### src/rtl/time_entry_loader.sv
// time_entry_loader: keypad digit buffer and load/run sequencer for the MM:SS BCD down-counter chain.
// Latency: all outputs registered, 1 cycle after the key strobe edge; loadn held low LOAD_CYCLES cycles.
// Backpressure: none; one key acted on per cycle, keys arriving during LOAD are dropped.
// Optional feature macro QUICK_START_EN: START on an empty entry loads 30 s, START while running adds 30 s.
module time_entry_loader #(
  parameter int NUM_DIGITS   = 4,
  parameter int MAX_SEC_TENS = 5,
  parameter int LOAD_CYCLES  = 1
) (
  input  logic                    clk,
  input  logic                    clrn,
  input  logic                    key_valid,
  input  logic [3:0]              key_code,
  input  logic                    timer_zero,
  output logic [4*NUM_DIGITS-1:0] data,
  output logic                    loadn,
  output logic                    cnt_en,
  output logic                    ctr_clrn,
  output logic [2:0]              digit_count,
  output logic                    entry_err,
  output logic                    running
);

  localparam int         DW       = 4 * NUM_DIGITS;
  localparam logic [3:0] MAX_ST4  = MAX_SEC_TENS[3:0];
  localparam logic [2:0] ND3      = NUM_DIGITS[2:0];
  localparam logic [1:0] LC_INIT  = 2'(LOAD_CYCLES - 1);

  typedef enum logic [2:0] {S_IDLE, S_ENTRY, S_LOAD, S_RUN, S_PAUSE} state_t;

  state_t          state_q, state_d;
  logic [DW-1:0]   data_q, data_d;
  logic [2:0]      cnt_q, cnt_d;
  logic [1:0]      load_cnt_q, load_cnt_d;
  logic            loadn_q, loadn_d;
  logic            cnt_en_q, cnt_en_d;
  logic            ctr_clrn_q, ctr_clrn_d;
  logic            entry_err_q, entry_err_d;
  logic            running_q, running_d;

  logic is_digit, is_cancel, is_start, is_pause, start_bad;

  assign is_digit  = key_valid && (key_code <= 4'd9);
  assign is_cancel = key_valid && (key_code == 4'hA);
  assign is_start  = key_valid && (key_code == 4'hB);
  assign is_pause  = key_valid && (key_code == 4'hC);
  // An entry is unusable if the seconds-tens digit is out of range or nothing nonzero was typed.
  assign start_bad = (data_q[7:4] > MAX_ST4) || (data_q == '0);

`ifdef QUICK_START_EN
  localparam logic [DW-1:0] PRESET_30S = DW'(8'h30);

  // +30 s on the buffered value: bump seconds-tens, wrap past the limit and ripple a BCD carry
  // through the minutes digits; overflow of the top digit pins the minutes at all nines.
  function automatic logic [DW-1:0] add_30s(input logic [DW-1:0] d);
    logic [DW-1:0] r;
    logic [4:0]    tens;
    logic          carry;
    r     = d;
    tens  = {1'b0, d[7:4]} + 5'd3;
    carry = 1'b0;
    if (tens > {1'b0, MAX_ST4}) begin
      tens  = tens - 5'd6;
      carry = 1'b1;
    end
    r[7:4] = tens[3:0];
    for (int i = 2; i < NUM_DIGITS; i++) begin
      if (carry) begin
        if (r[4*i +: 4] == 4'd9) begin
          r[4*i +: 4] = 4'd0;
        end else begin
          r[4*i +: 4] = r[4*i +: 4] + 4'd1;
          carry       = 1'b0;
        end
      end
    end
    if (carry) begin
      for (int i = 2; i < NUM_DIGITS; i++) r[4*i +: 4] = 4'd9;
    end
    return r;
  endfunction
`endif

  // Next-state and registered-output decode; one key handled per cycle.
  always_comb begin
    state_d     = state_q;
    data_d      = data_q;
    cnt_d       = cnt_q;
    load_cnt_d  = load_cnt_q;
    loadn_d     = 1'b1;
    cnt_en_d    = cnt_en_q;
    ctr_clrn_d  = 1'b1;
    entry_err_d = 1'b0;
    unique case (state_q)
      S_IDLE, S_ENTRY: begin
        if (is_digit) begin
          data_d  = {data_q[DW-5:0], key_code};
          cnt_d   = (cnt_q < ND3) ? cnt_q + 3'd1 : cnt_q;
          state_d = S_ENTRY;
        end else if (is_cancel && state_q == S_ENTRY) begin
          data_d  = '0;
          cnt_d   = '0;
          state_d = S_IDLE;
        end else if (is_start) begin
`ifdef QUICK_START_EN
          if (state_q == S_IDLE && cnt_q == 3'd0) begin
            data_d     = PRESET_30S;
            state_d    = S_LOAD;
            loadn_d    = 1'b0;
            load_cnt_d = LC_INIT;
          end else
`endif
          if (start_bad) begin
            entry_err_d = 1'b1;
          end else begin
            state_d    = S_LOAD;
            loadn_d    = 1'b0;
            load_cnt_d = LC_INIT;
          end
        end
      end
      S_LOAD: begin
        if (load_cnt_q == 2'd0) begin
          state_d  = S_RUN;
          cnt_en_d = 1'b1;
        end else begin
          load_cnt_d = load_cnt_q - 2'd1;
          loadn_d    = 1'b0;
        end
      end
      S_RUN, S_PAUSE: begin
        if (is_cancel) begin
          ctr_clrn_d = 1'b0;
          data_d     = '0;
          cnt_d      = '0;
          cnt_en_d   = 1'b0;
          state_d    = S_IDLE;
        end else if (state_q == S_RUN) begin
          if (timer_zero) begin
            data_d   = '0;
            cnt_d    = '0;
            cnt_en_d = 1'b0;
            state_d  = S_IDLE;
          end else if (is_pause) begin
            cnt_en_d = 1'b0;
            state_d  = S_PAUSE;
`ifdef QUICK_START_EN
          end else if (is_start) begin
            data_d     = add_30s(data_q);
            cnt_en_d   = 1'b0;
            loadn_d    = 1'b0;
            load_cnt_d = LC_INIT;
            state_d    = S_LOAD;
`endif
          end
        end else if (is_start) begin
          cnt_en_d = 1'b1;
          state_d  = S_RUN;
        end
      end
      default: state_d = S_IDLE;
    endcase
    running_d = (state_d == S_RUN) || (state_d == S_PAUSE);
  end

  // State and output registers; reset drops any load in progress immediately.
  always_ff @(posedge clk or negedge clrn) begin
    if (!clrn) begin
      state_q     <= S_IDLE;
      data_q      <= '0;
      cnt_q       <= '0;
      load_cnt_q  <= '0;
      loadn_q     <= 1'b1;
      cnt_en_q    <= 1'b0;
      ctr_clrn_q  <= 1'b1;
      entry_err_q <= 1'b0;
      running_q   <= 1'b0;
    end else begin
      state_q     <= state_d;
      data_q      <= data_d;
      cnt_q       <= cnt_d;
      load_cnt_q  <= load_cnt_d;
      loadn_q     <= loadn_d;
      cnt_en_q    <= cnt_en_d;
      ctr_clrn_q  <= ctr_clrn_d;
      entry_err_q <= entry_err_d;
      running_q   <= running_d;
    end
  end

  assign data        = data_q;
  assign loadn       = loadn_q;
  assign cnt_en      = cnt_en_q;
  assign ctr_clrn    = ctr_clrn_q;
  assign digit_count = cnt_q;
  assign entry_err   = entry_err_q;
  assign running     = running_q;

endmodule

### config.mk
export PLATFORM = sky130hd
export DESIGN_NAME = time_entry_loader
export DESIGN_NICKNAME = d
export VERILOG_FILES = /design/src/rtl/time_entry_loader.sv
export SDC_FILE = /design/constraint.sdc
export NUM_CORES = 1
export LEC_CHECK = 0
export ABC_CLOCK_PERIOD_IN_PS = 1900
export CAP_MARGIN = 25
export CORE_MARGIN = 4
export CORE_UTILIZATION = 50
export CTS_CLUSTER_DIAMETER = 40
export CTS_CLUSTER_SIZE = 40
export DETAILED_ROUTE_END_ITERATION = 7
export PLACE_DENSITY_LB_ADDON = 0.12
export SYNTH_ARGS = -nofsm -noshare
export SYNTH_HDL_FRONTEND = slang
export SYNTH_SLANG_ARGS = --single-unit
### constraint.sdc
create_clock -name clk -period 1.9 [get_ports clk]
set_input_delay 0.38 -clock clk [delete_from_list [all_inputs] [get_ports clk]]
set_output_delay 0.38 -clock clk [all_outputs]
set_load 0.1 [all_outputs]
======== Word-level counts from Yosys, hierarchy flattened ========
Index checks and enable logic that the tools add are counted.
word-level totals
  output and inout bits ................... 24
  register bits after elaboration ......... 29
  bits of input ports ..................... 8
  logic and storage cells ................. 103
cells by class
  multiplexer cells ....................... 49
  equality and inequality tests ........... 21
  add/sub/neg operators ................... 2
  reduce and logical (&&, ||, !) cells .... 19
  $lt $le $gt $ge ......................... 3
operator list
  kind                                                    number
  two-way mux 16 bit                                      5
  two-way mux 3 bit                                       16
  one-hot mux 16 bit (2 select lines)                     1
  two-way mux 1 bit                                       17
  zero test 16 bit                                        1
  == test 4 bit (second input constant)                   3
  inequality test 2 bit (second input constant)           6
  inequality test 3 bit (second input constant)           4
  two-way mux 2 bit                                       5
  == test 3 x 2 -> 1 bit (second input constant)          3
  one-hot mux 3 bit (3 select lines)                      1
  AND reduction 4 bit                                     2
  == test 3 bit (second input constant)                   2
  one-hot mux 3 bit (2 select lines)                      1
  AND reduction 6 bit                                     1
  nonzero test 2 bit                                      3
  logical AND 1 bit                                       5
  inequality test 5 bit (second input constant)           1
  AND reduction 5 bit                                     1
  > comparator 4 x 3 -> 1 bit (second input constant)     1
  less-or-equal comparator 4 bit (second input constant)  1
  inequality test 4 bit (second input constant)           1
  one-hot mux 1 bit (2 select lines)                      2
  one-hot mux 2 bit (2 select lines)                      1
  8 further kinds                                         10

======== Depth between registers and ports, before layout ========
  depth in word-level cells ............... 9
  depth in mapped cells ................... 8
  mapped depth without buffers ............ 7

======== Worst setup path after synthesis ========
No wires, ideal clock.
  path type ............................... reg2reg
  start point ............................. register data_q[9] (netlist: data[9])
  end point ............................... register load_cnt_q[1]
  setup time .............................. 0.126 ns
  required time ........................... 1.774 ns
  stages on the path, launching flop included .. 6
  setup slack ............................. -0.140 ns
  arrival time ............................ 1.914 ns
  period minus slack after synthesis ...... 2.040 ns
  path buffers ............................ 0
  path through ............................ dfrtp_1 nor4_1 nand4_1 o211ai_1 o21a_1 a221o_1
on the way
  cells in the longest elaborated chain, start to end .. 4
RTL lines
  what                             line  source
  start, declared                  32    logic [DW-1:0] data_q, data_d;
  start signal, assigned           180   data_q <= data_d;
  zero test 16 bit                 48    assign start_bad = (data_q[7:4] > MAX_ST4) || (data_q == '0);
  logical OR 1 bit                 48
  inequality test 2 bit (no line)  -
  AND reduction 6 bit (no line)    -
  end signal, assigned             182   load_cnt_q <= load_cnt_d;
  end, declared                    34    logic [1:0] load_cnt_q, load_cnt_d;
Every way passes these cells.
A chain may end at the register's enable or synchronous reset.

======== Final worst setup path ========
  start point ............................. input port key_code[3]
  end point ............................... register load_cnt_q[0]
on the way
  cells in the longest elaborated chain, start to end .. 5
  elaborated cells between the ends (all ways) .. 11
  those cells by class .................... order compare: 1; eq/ne: 5; reduce/logical: 5
RTL lines
  what                                                                    line  source
  start, declared                                                         13    input logic [3:0] key_code,
  branches (longest 4 deep; another with less-or-equal comparator 4 bit)  -
  AND reduction 6 bit (no line) (*)                                       -
Every way passes the cells marked *.

==> impl_metrics.json <==
{
  "setup_viol": 0,
  "drv_slew": 0,
  "syn_area_per_cell_um2": 9.91,
  "path_max_fanout": 4,
  "synth_cell_types": 49,
  "regArea_um2": 747,
  "fin_hold_ws_ps": 423,
  "ys_seq_area_share_pct": 44.8,
  "dpl_worst_slack_ps": -278,
  "final_common_cell": "buf_4",
  "mostFrequentLayoutCells": "buf_4 (26), nand2_1 (23), buf_12 (22), inv_1 (19), mux2i_1 (18)",
  "r2r-start": "state_q[1]",
  "grt-ovfl-total": 0,
  "drive_above_1_share_pct": 36.9,
  "synth_edf_count": 0,
  "fin_crit_sh_pct": 96.7,
  "hold_path.class": "in2async",
  "ctsHoldBuffers": 0,
  "gp_congestion": 0.907,
  "hpwl_um": 3140,
  "power_leakage_nw": 1.06,
  "synth_fp_nets": 174,
  "postCtsSetupBuffers": 0,
  "cts.reportedPaths.clkPinSlew_ps": 90,
  "drt_iter0_drc": 62,
  "wl_um": 4010,
  "max_freq_mhz": 544,
  "grt_pass1_vias": 1506,
  "rows": 20,
  "finClkSkew_ps": 5.90,
  "rsz0062_at_grt": "no",
  "required_ps": 2130,
  "syn_to_final_growth_pct": 50.1,
  "cts_tree": "yes",
  "tightest_slew_ps": 436,
  "setup_ws_ps": 62.3,
  "ys_ff_latch": 29,
  "grtUsageTotal_pct": 21.8,
  "drt-pass1-iter-count": 4,
  "min_period_ps": 1840,
  "hold_viol": 0,
  "h-tree-depth": 2,
  "die_w_um": 65.0,
  "worstPathArrival_ps": 2070,
  "end_kind": "register",
  "drc": 0,
  "netlist_instances": 164,
  "synthFlopType": "dfrtp_1",
  "drv_cap": 0,
  "clkSinkCount": 29,
  "crit-reg2reg-capture": "digit_count[0]",
  "grt_pass1_wl_um": 7100,
  "core_um2": 3080,
  "antenna_found_initial": 0,
  "wl_per_cell_um": 15.1,
  "via_per_inst": 5.44,
  "fillCellCount": 212,
  "grt_max_degree": 30,
  "clk_latency_ps": 330,
  "yosysWarningCount": 0,
  "cts_root_buf": "clkbuf_4",
  "relSlewSlack_pct": 70.9,
  "async_flop_share_pct": 100,
  "status": "finished clean",
  "crit_type": "in2reg",
  "fin_nets": 231,
  "initial_core_util_pct": 52.8,
  "diodes": 0,
  "vias": 1447,
  "syn_area_um2": 1630,
  "die_h_um": 65.0,
  "rr_worst_depth": 5,
  "ant_nets": 0,
  "die_area_um2": 4230,
  "num_io_pins": 32,
  "cts_buffer_depth": 2,
  "numCtsBuffers": 5,
  "multi_input_area_um2": 777,
  "ff2ff_setup_slack_ps": 140,
  "peakVddDrop_uv": 870,
  "p_per_area_nw_per_um2": 1010,
  "port_buffers": 31,
  "startpoint_type": "input port"
}
## synthesized netlist by cell type (all sizes together), types with 2 or more instances
cell     count  area (um2)
o21ai        5        25.0
a211oi       2        15.0
buf          5        47.5
a2bb2oi      2        17.5
dfstp        2        52.6
and2         2        15.0
a31oi        2        12.5
nand4        2        12.5
ha           2        25.0
nor4         3        18.8
nand3b       2        15.0
and3b        2        21.3
dfrtp       27         676
nand2       23        86.3
nor2         4        15.0
a21oi        7        35.0
nor2b        3        18.8
nand3        3        15.0
and2b        2        15.0
mux2i       18         180
inv         19        71.3
o21a         2        15.0
nand2b       4        25.0
## routing by layer
| layer | vias to the layer above | part of all wire, % | global-route usage [%] |
|---|---|---|---|
| met5 | - | 0 | 0 |
| met4 | 0 | 2.5 | 9.84 |
| met3 | 11 | 6.6 | 5.89 |
| met2 | 51 | 49 | 35.9 |
| met1 | 694 | 42 | 26.5 |
| li1 | 691 | - | - |
## registers in the layout, indices dropped and copies added (netlist names)
register     count
cnt_en           1
ctr_clrn         1
data            16
digit_count      3
entry_err        1
load_cnt_q       2
loadn            1
running          1
state_q          3
## how the worst max path moves through the flow
stage,startpoint,endpoint,cells past startpoint
finish,key_code[3],load_cnt_q[0],6
global route,key_code[3],load_cnt_q[0],6
CTS,key_code[3],load_cnt_q[0],6
detailed placement,key_code[3],load_cnt_q[1],5
global placement,key_code[1],load_cnt_q[1],5
floorplan,data[7],load_cnt_q[1],4
## worst max-delay path, stage by stage
cell and delay (ps):
clkdlybuf4s50_1 550, o21ai_0 150, and2_1 230, a2111oi_2 480
a21oi_1 90, o22a_1 190
## metrics by stage
stage | util [%] | total power, mW | cells | TNS (ps) | area (um2)
finish | 79.3 | 2.46 | 266 | 0 | 2440
global route | 79.3 | 2.57 | 266 | 0 | 2440
CTS | 79.0 | 2.47 | 266 | 0 | 2430
detailed placement | 76.7 | 2.03 | 258 | -5140 | 2360
global placement | 76.7 | 2.01 | 258 | -3790 | 2360
floorplan | - | 1.56 | 164 | 0 | 1640
## cell type report
cell class / instances / share of cell area [%]
Clock buffer: 7 / 2.67
Clock inverter: 1 / 0.205
Inverter: 19 / 2.92
Multi-Input combinational cell: 110 / 31.8
Sequential cell: 29 / 30.6
Tap cell: 44 / 2.26
Timing Repair Buffer: 56 / 29.5
## power by group
| group | switching (mW) | internal, mW | total (mW) |
|---|---|---|---|
| clock network | 0.218 | 0.214 | 0.432 |
| logic | 0.767 | 0.440 | 1.21 |
| registers | 0.116 | 0.701 | 0.817 |
| total | 1.10 | 1.35 | 2.46 |
## logic make-up (layout without fill, tap and decap cells)
kind of cell / Yosys count / count (layout) / synth area share [%]
AND/OR/NAND/NOR: 57 / 57 / 19.9
buffers and inverters: 25 / 83 / 7.54
XOR/XNOR: 1 / 1 / 0.539
adder cells (fa/ha/maj): 2 / 2 / 1.54
multiplexers: 18 / 18 / 11.1
AO/OA/AOI/OAI: 32 / 32 / 14.6
flip-flops: 29 / 29 / 44.8
## timing repair
item / CTS / global route
resized for setup: 0 / 3
endpoints found under the hold margin: 0 / 0
setup endpoints to repair: 0 / 11
Note: power is estimated with default switching activity, not from simulation.
